### src/rtl/timer_bus_if.sv
// rtl/timer_bus_if.sv - register and valid/ready host front end for the timer peripheral
module timer_bus_if #(
  parameter int WIDTH = 16
) (
  input  logic             clk,
  input  logic             reset,
  input  logic             req_valid,
  output logic             req_ready,
  input  logic             req_write,
  input  logic [3:0]       req_addr,
  input  logic [31:0]      req_wdata,
  output logic             rsp_valid,
  input  logic             rsp_ready,
  output logic [31:0]      rsp_rdata,
  output logic             rsp_err,
  output logic             tmr_enable,
  output logic [WIDTH-1:0] tmr_reload,
  output logic [WIDTH-1:0] tmr_compare,
  output logic             tmr_load,
  input  logic [WIDTH-1:0] tmr_count,
  input  logic             tmr_event,
  output logic             irq
);
  typedef enum logic [1:0] {S_IDLE, S_ACCESS, S_RESP} state_t;

  localparam logic [3:0] A_CTRL    = 4'h0;
  localparam logic [3:0] A_RELOAD  = 4'h1;
  localparam logic [3:0] A_COMPARE = 4'h2;
  localparam logic [3:0] A_STATUS  = 4'h3;
  localparam logic [3:0] A_COUNT   = 4'h4;
  localparam logic [3:0] A_EVT_CNT = 4'h5;
  localparam logic [3:0] A_CMD     = 4'h6;

  state_t      state;
  logic        cap_write;
  logic [3:0]  cap_addr;
  logic [31:0] cap_wdata;
  logic        irq_en;
  logic        one_shot;
  logic        evt_flag;
  logic        ovr_flag;
  logic        tmr_event_q;
  logic [7:0]  evt_cnt;
  logic        evt;
  logic        wr_any;
  logic        clr_evt;
  logic        clr_ovr;
  logic [31:0] rd_data;
  logic        unused_wdata;

  assign evt          = tmr_event & ~tmr_event_q;
  assign wr_any       = (state == S_ACCESS) && cap_write;
  // A coincident event wins over a write-1-to-clear of either status flag.
  assign clr_evt      = wr_any && (cap_addr == A_STATUS) && cap_wdata[0] && !evt;
  assign clr_ovr      = wr_any && (cap_addr == A_STATUS) && cap_wdata[1] && !evt;
  assign irq          = irq_en & evt_flag;
  assign unused_wdata = ^cap_wdata;

  always_comb begin
    rd_data = '0;
    case (cap_addr)
      A_CTRL:    rd_data[2:0]       = {one_shot, irq_en, tmr_enable};
      A_RELOAD:  rd_data[WIDTH-1:0] = tmr_reload;
      A_COMPARE: rd_data[WIDTH-1:0] = tmr_compare;
      A_STATUS:  rd_data[1:0]       = {ovr_flag, evt_flag};
      A_COUNT:   rd_data[WIDTH-1:0] = tmr_count;
      A_EVT_CNT: rd_data[7:0]       = evt_cnt;
      default:   rd_data            = '0;
    endcase
  end

  always_ff @(posedge clk) begin
    if (reset) begin
      state     <= S_IDLE;
      req_ready <= 1'b1;
      rsp_valid <= 1'b0;
      rsp_rdata <= '0;
      rsp_err   <= 1'b0;
      cap_write <= 1'b0;
      cap_addr  <= '0;
      cap_wdata <= '0;
    end else begin
      case (state)
        S_IDLE: begin
          if (req_valid) begin
            cap_write <= req_write;
            cap_addr  <= req_addr;
            cap_wdata <= req_wdata;
            req_ready <= 1'b0;
            state     <= S_ACCESS;
          end
        end
        S_ACCESS: begin
          rsp_rdata <= cap_write ? 32'd0 : rd_data;
          rsp_err   <= (cap_addr > A_CMD);
          rsp_valid <= 1'b1;
          state     <= S_RESP;
        end
        S_RESP: begin
          if (rsp_ready) begin
            rsp_valid <= 1'b0;
            req_ready <= 1'b1;
            state     <= S_IDLE;
          end
        end
        default: begin
          req_ready <= 1'b1;
          rsp_valid <= 1'b0;
          state     <= S_IDLE;
        end
      endcase
    end
  end

  always_ff @(posedge clk) begin
    if (reset) begin
      tmr_enable  <= 1'b0;
      irq_en      <= 1'b0;
      one_shot    <= 1'b0;
      tmr_reload  <= '1;
      tmr_compare <= '0;
      evt_flag    <= 1'b0;
      ovr_flag    <= 1'b0;
      evt_cnt     <= '0;
      tmr_load    <= 1'b0;
      tmr_event_q <= 1'b0;
    end else begin
      tmr_event_q <= tmr_event;
      tmr_load    <= wr_any && (cap_addr == A_CMD) && cap_wdata[0];

      // A host CTRL write overrides the one-shot auto-disable on the same edge.
      if (wr_any && (cap_addr == A_CTRL)) begin
        {one_shot, irq_en, tmr_enable} <= cap_wdata[2:0];
      end else if (evt && one_shot) begin
        tmr_enable <= 1'b0;
      end

      if (wr_any && (cap_addr == A_RELOAD))  tmr_reload  <= cap_wdata[WIDTH-1:0];
      if (wr_any && (cap_addr == A_COMPARE)) tmr_compare <= cap_wdata[WIDTH-1:0];

      if (evt)          evt_flag <= 1'b1;
      else if (clr_evt) evt_flag <= 1'b0;

      if (evt && evt_flag) ovr_flag <= 1'b1;
      else if (clr_ovr)    ovr_flag <= 1'b0;

      if (wr_any && (cap_addr == A_EVT_CNT)) begin
        evt_cnt <= {7'd0, evt};
      end else if (evt && (evt_cnt != 8'hFF)) begin
        evt_cnt <= evt_cnt + 8'd1;
      end
    end
  end
endmodule

### config.mk
export PLATFORM = sky130hd
export DESIGN_NAME = timer_bus_if
export DESIGN_NICKNAME = d
export VERILOG_FILES = /design/src/rtl/timer_bus_if.sv
export SDC_FILE = /design/constraint.sdc
export NUM_CORES = 1
export LEC_CHECK = 0
export ABC_AREA = 1
export CELL_PAD_IN_SITES_DETAIL_PLACEMENT = 1
export CELL_PAD_IN_SITES_GLOBAL_PLACEMENT = 2
export CORE_ASPECT_RATIO = 0.7
export CORE_MARGIN = 2
export CORE_UTILIZATION = 22
export CTS_CLUSTER_DIAMETER = 40
export DETAILED_ROUTE_END_ITERATION = 12
export PLACE_DENSITY_LB_ADDON = 0.1
export SETUP_SLACK_MARGIN = 0.4
export SLEW_MARGIN = 20
export SYNTH_ARGS = -nofsm -noshare
export SYNTH_HDL_FRONTEND = slang
export SYNTH_SLANG_ARGS = --single-unit
### constraint.sdc
create_clock -name clk -period 1.4 [get_ports clk]
set_input_delay 0.28 -clock clk [delete_from_list [all_inputs] [get_ports clk]]
set_output_delay 0.28 -clock clk [all_outputs]
set_load 0.01 [all_outputs]
==> metrics.cfg, run 1 <==
[run_status]
status = finished, final reports clean

[power]
p_seq_share_pct = 38.9
sw_frac_of_total_pct = 27.7
irDropWorstVdd_uv = 457
p_leak_nw = 3.17
powerDensity_nw_per_um2 = 952
p_int_mw = 5.11
p_sw_mw = 1.95
combPwrFrac_pct = 20.2
power_mw = 7.06
pwr-share-clk_pct = 40.9

[sta]
min_period_ns = 1.40
max_freq_mhz = 715
report.final.slew_viol_count = 0
fin_hold_ws_ns = 0.469
setup_tns_ns = 0
rsz0062_at_grt = true
fin_skew_ns = 0.00429
setup_slack_ns = 0.00162
setup_viol = 0
hold_viol_final = 0
timing.final.crit_share_pct = 99.9

[floorplanning]
num_rows = 40
die_w_um = 164
die_h_um = 116
core_um2 = 17400
start_util_pct = 22.7
die_area_um2 = 19000
io_pins = 128

[grt]
busiest_layer = met2
use_met1_pct = 26.3
grt_pass1_wl_mm = 26.3
grt_usage_pct = 18.6
antenna_found_initial = 0
grt_use_met3_pct = 4.55
grt_pass1_vias = 4640
grt_max_degree = 22
grt_remaining_overflow = 0
grtUsageMet2_pct = 28.3

[place]
dpl_cell_area_um2 = 5470
io_buffer_count = 95
dpl.cell_count = 888
dpl.hpwl_mm = 11.7
gp_congestion = 0.803
post-place-ws_ns = -0.280

[yosys]
yosysTopAreaCellShare_pct = 45.1
ys_seq_area_share_pct = 45.1
yosysMostFrequentCell = nand2_1
synth.area.top_cells = dfxtp_1 (45%), nand3_1 (10%), nand2_1 (8.7%)
synth_flop_cell = dfxtp_1
yosysWarnings = 0
synth_largest_area_cell = dfxtp_1
synth_edf_count = 0
syn_area_um2 = 3950
synth_cells = 546
synthTopCellsByCount = nand2_1 (92), dfxtp_1 (89), nand3_1 (82)
ys_seq_elements = 89
async_flop_share_pct = 0
ys_types = 31
avgSynthCellArea_um2 = 7.23

[hold_path]
hold_path_class = reg -> reg
worstHoldStart = rsp_rdata[11]
min_to = rsp_rdata[11]
holdPathStages = 2

[clock_network]
cts_max_level = 3
clk_latency_ns = 0.36
cts_tree = done
cts_buffers = 9
clockRootBuffer = clkbuf_16
holdBufCountCts = 0
clk_path_buf_depth = 2
path_clk_slew_ns = 0.07
cts.sinks = 89

[drt]
drt_iter0_markers = 150
drt_first_pass_iters = 4
detail-route-antenna-nets = 0
wire_per_inst_um = 17.5
drc_errors = 0
viasPerCell = 4.48
drt_wl_total_mm = 17.2
vias = 4398

[critical_path]
cp-end-kind = flop
regToRegSetupSlack_ns = 0.002
worst_ep_arrival_time_ns = 1.69
crit_fanout = 10
cp-start-kind = flop
rr_startpoint = state[1]
r2r_cells = 7
worstReg2RegEnd = tmr_reload[7]
crit_required_ns = 1.70
worstSetupPathType = reg -> reg

[run]
max_cap_violations = 0

[finish]
utilization_pct = 42.7
antenna_cells = 0
instances_no_fill = 982
drive_gt1_share_pct = 52.9
final_nets = 805
area_delta_synth_final_pct = 88.0
finalInstanceArea_um2 = 7420

-- registers in the layout, indices dropped and copies added (netlist names), 2 cells and up --
register / flops
tmr_compare: 16
tmr_reload: 16
cap_wdata: 16
evt_cnt: 8
cap_addr: 4
state: 2
rsp_rdata: 16
-- metal layers --
layer  up-vias  part of all wire [%]
met2        91                    43
li1       2175                     -
met4         0                   1.4
met3        15                   4.0
met1      2117                    52
met5         -                     0
-- how the worst max path moves through the flow --
stage,start,end,slack (ns),depth (start not counted)
final,state[1],tmr_reload[7],0.002,7
after global routing,cap_addr[1],tmr_compare[1],-0.06,9
after CTS,cap_addr[1],tmr_compare[1],0.02,9
after detailed placement,tmr_event,evt_cnt[0],-0.28,7
after global placement,tmr_event,evt_cnt[0],-0.23,7
after floorplan,cap_addr[0],tmr_reload[10],0.19,8
-- final cells by class --
cell class / count / area (um2)
Tap cell: 231 / 289
Clock inverter: 7 / 123
Timing Repair Buffer: 217 / 2310
Multi-Input combinational cell: 388 / 2390
Fill cell: 1964 / 9950
Timing Repair inverter: 1 / 8.76
Inverter: 40 / 194
Clock buffer: 9 / 225
Sequential cell: 89 / 1890
-- power groups by stage --
| stage | registers (mW) | logic, mW | clock network [mW] |
|---|---|---|---|
| 2_1_floorplan | 2.77 | 0.489 | 0 |
| 3_3_place_gp | 2.78 | 0.921 | 0 |
| 3_5_place_dp | 2.79 | 0.935 | 0 |
| 4_1_cts | 2.73 | 1.26 | 2.98 |
| 5_1_grt | 2.76 | 1.54 | 3.09 |
| 6_report | 2.74 | 1.43 | 2.89 |
-- cell families after synthesis --
group                      after synthesis  share of synthesized area (%)
AOI/OAI and AO/OA                      107                           13.9
adders and majority gates                1                          0.317
other                                    1                         0.0950
and+or+nand+nor                        262                           29.4
DFF                                     89                           45.1
buffers and inverters                   84                           10.7
xor gates and xnor gates                 2                          0.444
-- placed cells by master (no fill, tap or decap), types with 19 or more instances in the layout --
cell and n:
clkdlybuf4s50_1 41, dfxtp_2 53, a21oi_1 25, buf_6 73
inv_1 26, o21ai_2 42, nand3_2 19, dfxtp_1 26
nor2_1 53, nand2_1 77, buf_4 78, nand3_1 63
-- critical path, stage by stage (launching register included) --
cell and delay, ns:
dfxtp_4 0.36, nor2_4 0.22, nand2_4 0.11, buf_12 0.15
nor2_8 0.17, buf_12 0.16, nand2_1 0.07, nand3_1 0.09
-- timing repair --
action | CTS | global route
setup buffers | 54 | 18
pin swaps | 30 | 56
resized for setup | 455 | 107
setup endpoints to repair | 141 | 142
gates cloned | 6 | 0
No activity file was read; power rests on OpenSTA's default activity.
==> run 2, diff against run 1 <==
--- a/config.mk
+++ b/config.mk
@@ -8,7 +8,7 @@
 export ABC_AREA = 1
 export CELL_PAD_IN_SITES_DETAIL_PLACEMENT = 1
 export CELL_PAD_IN_SITES_GLOBAL_PLACEMENT = 2
-export CORE_ASPECT_RATIO = 0.7
+export CORE_ASPECT_RATIO = 1.1
 export CORE_MARGIN = 2
 export CORE_UTILIZATION = 22
 export CTS_CLUSTER_DIAMETER = 40
==> run 2 against run 1 <==
Total power decreased by 3.1%. Combinational power decreased by 5%. Largest cell class unchanged. Via count decreased by 2.5%. Maximum frequency increased by 2.9%. Global-route usage decreased by 2.9 points. Clock-buffer cell count increased by 1. First-iteration DRC count decreased by 15%. Routed wire length decreased by 5.2%. Die area about the same.
==> metrics.cfg, run 2 (synthesized netlist as in run 1, its figures left out) <==
[power]
p_leak_nw = 3.15  ; -0.81%
irDropWorstVdd_uv = 639  ; +40%
powerDensity_nw_per_um2 = 928  ; -2.5%

[critical_path]
crit_required_ns = 1.64  ; -0.06 ns
critPathTopFamily = simple AND/OR/NAND/NOR gates
crit_buf_inv = 2  ; unchanged
worst_ep_arrival_time_ns = 1.60  ; -0.09 ns
cp.depth = 7  ; unchanged
cp-end-kind = flop
max_stage_delay_ns = 0.37  ; about the same
regToRegSetupSlack_ns = 0.04  ; +0.04 ns
r2r_cells = 7  ; unchanged
worstSetupPathType = reg -> reg
crit_fanout = 5  ; -5
rr_startpoint = cap_addr[3]
cp-start-kind = flop
worstReg2RegEnd = evt_cnt[1]
cp_slowest_cell = dfxtp_4
path_cells = buf_12 > nor2_4 > nand4_1 > nand2_2 > inv_2 > o21ai_1 > nor2_1

[clock_network]
clk_path_buf_depth = 2  ; unchanged
clockRootBuffer = clkbuf_16
clk_latency_ns = 0.35  ; about the same
cts_max_level = 3  ; unchanged
cts.sinks = 89  ; unchanged
holdBufCountCts = 0  ; unchanged
path_clk_slew_ns = 0.06  ; about the same
cts_tree = done
cts_buffers = 9  ; unchanged

[sta]
setup_slack_ns = 0.0407  ; +0.0390 ns
timing.final.crit_share_pct = 97.1  ; -2.8 points
fin_skew_ns = 0.00786  ; +0.00357 ns
rsz0062_at_grt = true
fin_hold_ws_ns = 0.361  ; -0.108 ns
hold_viol_final = 0  ; unchanged
report.final.slew_viol_count = 0  ; unchanged
max_freq_mhz = 736  ; +2.9%
min_period_ns = 1.36  ; -0.0390 ns
setup_viol = 0  ; unchanged

[floorplanning]
die_w_um = 132  ; -20%
io_pins = 128  ; unchanged
die_h_um = 144  ; +24%
core_um2 = 17700  ; +1.8%
start_util_pct = 22.3  ; -0.40 points
num_rows = 51  ; +28%
die_area_um2 = 19000  ; about the same

[grt]
grt_pass1_wl_mm = 23.0  ; -13%
grt_max_degree = 29  ; +32%
antenna_found_initial = 0  ; unchanged
grt_usage_pct = 15.7  ; -2.9 points
grt_pass1_vias = 4226  ; -8.9%
grt_remaining_overflow = 0  ; unchanged

[finish]
antenna_cells = 0  ; unchanged
area_delta_synth_final_pct = 86.8
final_nets = 791  ; -1.7%
final_common_cell = nand2_1
drive_gt1_share_pct = 52.5  ; -0.35 points
final_cell_mix = nand2_1 (80), buf_6 (74), buf_4 (68), dfxtp_2 (55), nand3_1 (51)
instances_no_fill = 975  ; -0.71%

[place]
dpl.cell_count = 897  ; +1.0%
io_buffer_count = 95  ; unchanged
dpl.hpwl_mm = 11.0  ; -6.3%
gp_congestion = 0.750  ; -6.6%
post-place-ws_ns = -0.189  ; +0.0908 ns

[hold_path]
min_to = rsp_rdata[4]
worstHoldStart = reset
hold_path_class = in -> reg
holdPathStages = 3  ; +1

[drt]
drt_first_pass_iters = 4  ; unchanged
viasPerCell = 4.40  ; -1.8%
drt_iter0_markers = 127  ; -15%
drt_wl_total_mm = 16.3  ; -5.2%
wire_per_inst_um = 16.7  ; -4.5%
detail-route-antenna-nets = 0  ; unchanged
drc_errors = 0  ; unchanged
vias = 4290  ; -2.5%

[run]
max_cap_violations = 0  ; unchanged

[run_status]
status = finished, final reports clean

run 2: cell count changes in the layout (fill, tap and decap cells not counted), moves of 4 or more:
cell,delta
buf_12,-7
buf_4,-10
clkbuf_16,+5
nand2_2,-4
nand3_1,-12
nand3_2,+10
nor2_1,-5
nor2_4,+5
o21ai_0,+11
o21ai_1,-4
o21ai_2,-13
o21ai_4,+6
run 2: report_power, final:
group	leakage (nW)	total [mW]	internal [mW]	switching [mW]
clock network	0.164	2.73	1.64	1.10
logic	2.24	1.36	0.661	0.700
registers	0.742	2.75	2.63	0.118
run 2: final cells by class:
type                    instances  area [um2]
well taps                     238         298
clock inverters                 6        95.1
flip-flops and latches         89        1880
repair inverters                1        16.3
fillers                      2070       10300
inverters                      40         175
multi-input cells             388        2510
repair buffers                203        2160
clock buffers                  10         239
run 2: worst register-to-register path, cell delays in order (launching register included):
cell and delay (ns):
dfxtp_4 0.37, buf_12 0.13, nor2_4 0.18, nand4_1 0.23
nand2_2 0.17, inv_2 0.06, o21ai_1 0.07, nor2_1 0.05
run 2: metrics by stage:
| stage | utilization [%] | cell area [um2] | TNS (ns) | total power [mW] |
|---|---|---|---|---|
| after floorplan | - | 4120 | 0 | 3.26 |
| after global placement | 31.2 | 5510 | -2.18 | 3.71 |
| after detailed placement | 31.2 | 5510 | -2.25 | 3.73 |
| after CTS | 36.2 | 6410 | 0 | 6.60 |
| after global routing | 41.7 | 7370 | -0.107 | 7.16 |
| final | 41.7 | 7370 | 0 | 6.84 |
run 2: what timing repair did:
item | 4_1_cts | 5_1_grt
buffers inserted | 37 | 18
setup endpoints to repair | 140 | 141
gates cloned | 0 | 7
gates resized for setup | 363 | 189
pin swaps | 10 | 34
run 2: layer usage:
metal / vias to the layer above / global-route usage, % / share of wire (%)
li1: 2145 / - / -
met5: - / 0 / 0
met3: 16 / 2.21 / 2.9
met1: 2038 / 20.3 / 46
met4: 0 / 6.06 / 1.7
met2: 91 / 26.6 / 49
run 2: how the worst max path moves through the flow:
stage,startpoint,endpoint
after global placement,tmr_event,evt_cnt[0]
after floorplan,cap_addr[0],tmr_reload[10]
after detailed placement,tmr_event,evt_cnt[0]
after CTS,evt_flag,irq
after global routing,state[0],evt_flag
final,cap_addr[3],evt_cnt[1]
==> run 3, diff against run 2 <==
--- a/config.mk
+++ b/config.mk
@@ -5,17 +5,16 @@
 export SDC_FILE = /design/constraint.sdc
 export NUM_CORES = 1
 export LEC_CHECK = 0
-export ABC_AREA = 1
 export CELL_PAD_IN_SITES_DETAIL_PLACEMENT = 1
 export CELL_PAD_IN_SITES_GLOBAL_PLACEMENT = 2
 export CORE_ASPECT_RATIO = 1.1
 export CORE_MARGIN = 2
-export CORE_UTILIZATION = 22
+export CORE_UTILIZATION = 23
 export CTS_CLUSTER_DIAMETER = 40
 export DETAILED_ROUTE_END_ITERATION = 12
 export PLACE_DENSITY_LB_ADDON = 0.1
 export SETUP_SLACK_MARGIN = 0.4
-export SLEW_MARGIN = 20
+export SLEW_MARGIN = 25
 export SYNTH_ARGS = -nofsm -noshare
 export SYNTH_HDL_FRONTEND = slang
 export SYNTH_SLANG_ARGS = --single-unit
==> run 3 against run 2 <==
The run now ends with setup timing left. Core utilization grew 0.78 points. Combinational power decreased by 24%. Setup slack worse by 0.20 ns. Maximum frequency is 13% lower. Largest power group unchanged. Highest routed layer unchanged. Clock power shrank 7%. Sequential share of layout area rose by 1.8 points. Critical path depth fell by 1. Clock skew increased by 0.0023 ns.
==> metrics.cfg, run 3 <==
[drt]
detail-route-antenna-nets = 0  ; unchanged
viasPerCell = 4.76  ; +8.1%
drt_first_pass_iters = 5  ; +1
vias = 4114  ; -4.1%
drt_wl_total_mm = 15.6  ; -4.0%
drt_iter0_markers = 182  ; +43%
wire_per_inst_um = 18.1  ; +8.2%
drc_errors = 0  ; unchanged

[grt]
grt_max_degree = 28  ; -3.4%
antenna_found_initial = 0  ; unchanged
grt_pass1_wl_mm = 24.1  ; +5.1%
grt_usage_pct = 17.9  ; +2.2 points
grt_pass1_vias = 4274  ; +1.1%
grt_remaining_overflow = 0  ; unchanged

[floorplanning]
die_h_um = 140  ; -3.4%
core_um2 = 16400  ; -7.4%
die_area_um2 = 17800  ; -6.7%
io_pins = 128  ; unchanged
die_w_um = 127  ; -3.4%
start_util_pct = 23.5  ; +1.1 points
num_rows = 49  ; -3.9%

[critical_path]
worstSetupPathType = reg -> reg
worst_ep_arrival_time_ns = 1.81  ; +0.21 ns
cp-end-kind = flop
cp-start-kind = flop
crit_required_ns = 1.64  ; about the same
crit_fanout = 10  ; +5
regToRegSetupSlack_ns = -0.16  ; -0.20 ns

[yosys]
synth.area.top_cells = dfxtp_1 (46%), nand2_1 (14%), a21oi_1 (7.0%)
synthTopCellsByCount = nand2_1 (142), dfxtp_1 (89), a21oi_1 (54)
synth_largest_area_cell = dfxtp_1
syn_area_um2 = 3840  ; -2.7%
avgSynthCellArea_um2 = 8.14  ; +13%
synth_cells = 472  ; -14%
ys_types = 50  ; +61%
yosysTopAreaCellShare_pct = 46.4  ; +1.2 points
ys_seq_area_share_pct = 46.4  ; +1.2 points
yosysMostFrequentCell = nand2_1
synth_flop_cell = dfxtp_1
async_flop_share_pct = 0  ; unchanged
yosysWarnings = 0  ; unchanged
ys_seq_elements = 89  ; unchanged
synth_edf_count = 0  ; unchanged

[sta]
fin_hold_ws_ns = 0.237  ; -0.124 ns
setup_slack_ns = -0.162  ; -0.203 ns
setup_tns_ns = -4.97  ; -4.97 ns
rsz0062_at_grt = true
hold_viol_final = 0  ; unchanged
max_freq_mhz = 640  ; -13%
timing.final.crit_share_pct = 112  ; +15 points
setup_viol = 52  ; +52
report.final.slew_viol_count = 0  ; unchanged
min_period_ns = 1.56  ; +0.203 ns
fin_skew_ns = 0.0102  ; +0.00232 ns

[clock_network]
cts.sinks = 89  ; unchanged
path_clk_slew_ns = 0.07  ; about the same
cts_buffers = 9  ; unchanged
clockRootBuffer = clkbuf_16
clk_path_buf_depth = 2  ; unchanged
cts_tree = done
cts_max_level = 3  ; unchanged
clk_latency_ns = 0.36  ; about the same

[place]
dpl.hpwl_mm = 10.7  ; -2.3%
gp_congestion = 0.772  ; +2.9%
dpl.cell_count = 789  ; -12%
io_buffer_count = 95  ; unchanged

[run_status]
violations = setup timing
status = complete, but fails checks

[power]
powerDensity_nw_per_um2 = 899  ; -3.2%
power_mw = 6.25  ; -8.7%
irDropWorstVdd_uv = 586  ; -8.3%
p_leak_nw = 2.81  ; -11%

[finish]
area_delta_synth_final_pct = 81.0
instances_no_fill = 865  ; -11%
final_cell_mix = nand2_1 (105), buf_4 (74), buf_6 (72), dfxtp_2 (50), clkdlybuf4s50_1 (39)
final_common_cell = nand2_1
drive_gt1_share_pct = 53.4  ; +0.89 points
antenna_cells = 0  ; unchanged
final_nets = 715  ; -9.6%

[run]
max_cap_violations = 0  ; unchanged

[hold_path]
hold_path_class = in -> reg

-- run 3: cell types whose count changed after synthesis, sizes merged, moves of 15 or more --
cell and delta:
nor2 -63, nand3 -59, o21ai -54, nand2 +47
inv -37, a21oi +15
-- run 3: kinds of logic after synthesis --
family,count (synthesis),share of synthesized area [%]
AO/OA/AOI/OAI,108,18.2
XOR/XNOR,6,1.37
adder cells (fa/ha/maj),1,0.326
buffers and inverters,49,6.61
flip-flops,89,46.4
multiplexers,5,1.30
other,1,0.0976
AND/OR/NAND/NOR,213,25.7
-- run 3: metrics by stage --
step / util [%] / setup slack, ns / instance area (um2)
floorplan: - / -0.113 / 4090
global placement: 32.8 / -0.283 / 5370
detailed placement: 32.8 / -0.305 / 5370
CTS: 40.0 / -0.153 / 6550
global route: 42.5 / -0.244 / 6950
finish: 42.5 / -0.162 / 6950
-- run 3: per-layer routing --
layer / global-route usage (%) / part of all wire (%) / up-vias
li1: - / - / 1983
met1: 22.8 / 44 / 2024
met2: 30.3 / 51 / 88
met3: 2.77 / 2.9 / 19
met4: 6.77 / 2.2 / 0
met5: 0 / 0 / -
-- run 3: worst paths after layout --
| path | start | end | depth (start not counted) |
|---|---|---|---|
| max | cap_addr[1] | rsp_rdata[5] | 6 |
| min | tmr_event | tmr_event_q | 2 |
| max reg2reg | cap_addr[1] | rsp_rdata[5] | 6 |
| min reg2reg | rsp_rdata[10] | rsp_rdata[10] | 2 |
-- run 3: timing repair --
action,in CTS,in global routing
hold buffers,0,0
pin swaps,54,40
setup buffers,42,14
cloned,4,0
setup endpoints to repair,140,141
resized for setup,430,74
-- run 3: worst max-delay path, stage by stage (launching register included) --
cell and delay [ns]:
dfxtp_4 0.37, nor4b_4 0.15, buf_12 0.14, a222oi_1 0.39, buf_4 0.18, nand2_2 0.04, a32o_1 0.19
-- run 3: cell type report --
cell class              instances  area (um2)
clock buffers                   9         225
fillers                      1846        9420
repair buffers                204        2070
clock inverters                 7        75.1
flip-flops and latches         89        1900
well taps                     204         255
multi-input cells             349        2420
inverters                       3        13.8
-- run 3: power by group --
group | internal [mW] | switching, mW | total [mW] | leakage (nW)
clock | 1.40 | 1.14 | 2.54 | 0.147
combinational | 0.537 | 0.496 | 1.03 | 1.92
sequential | 2.59 | 0.0955 | 2.68 | 0.742
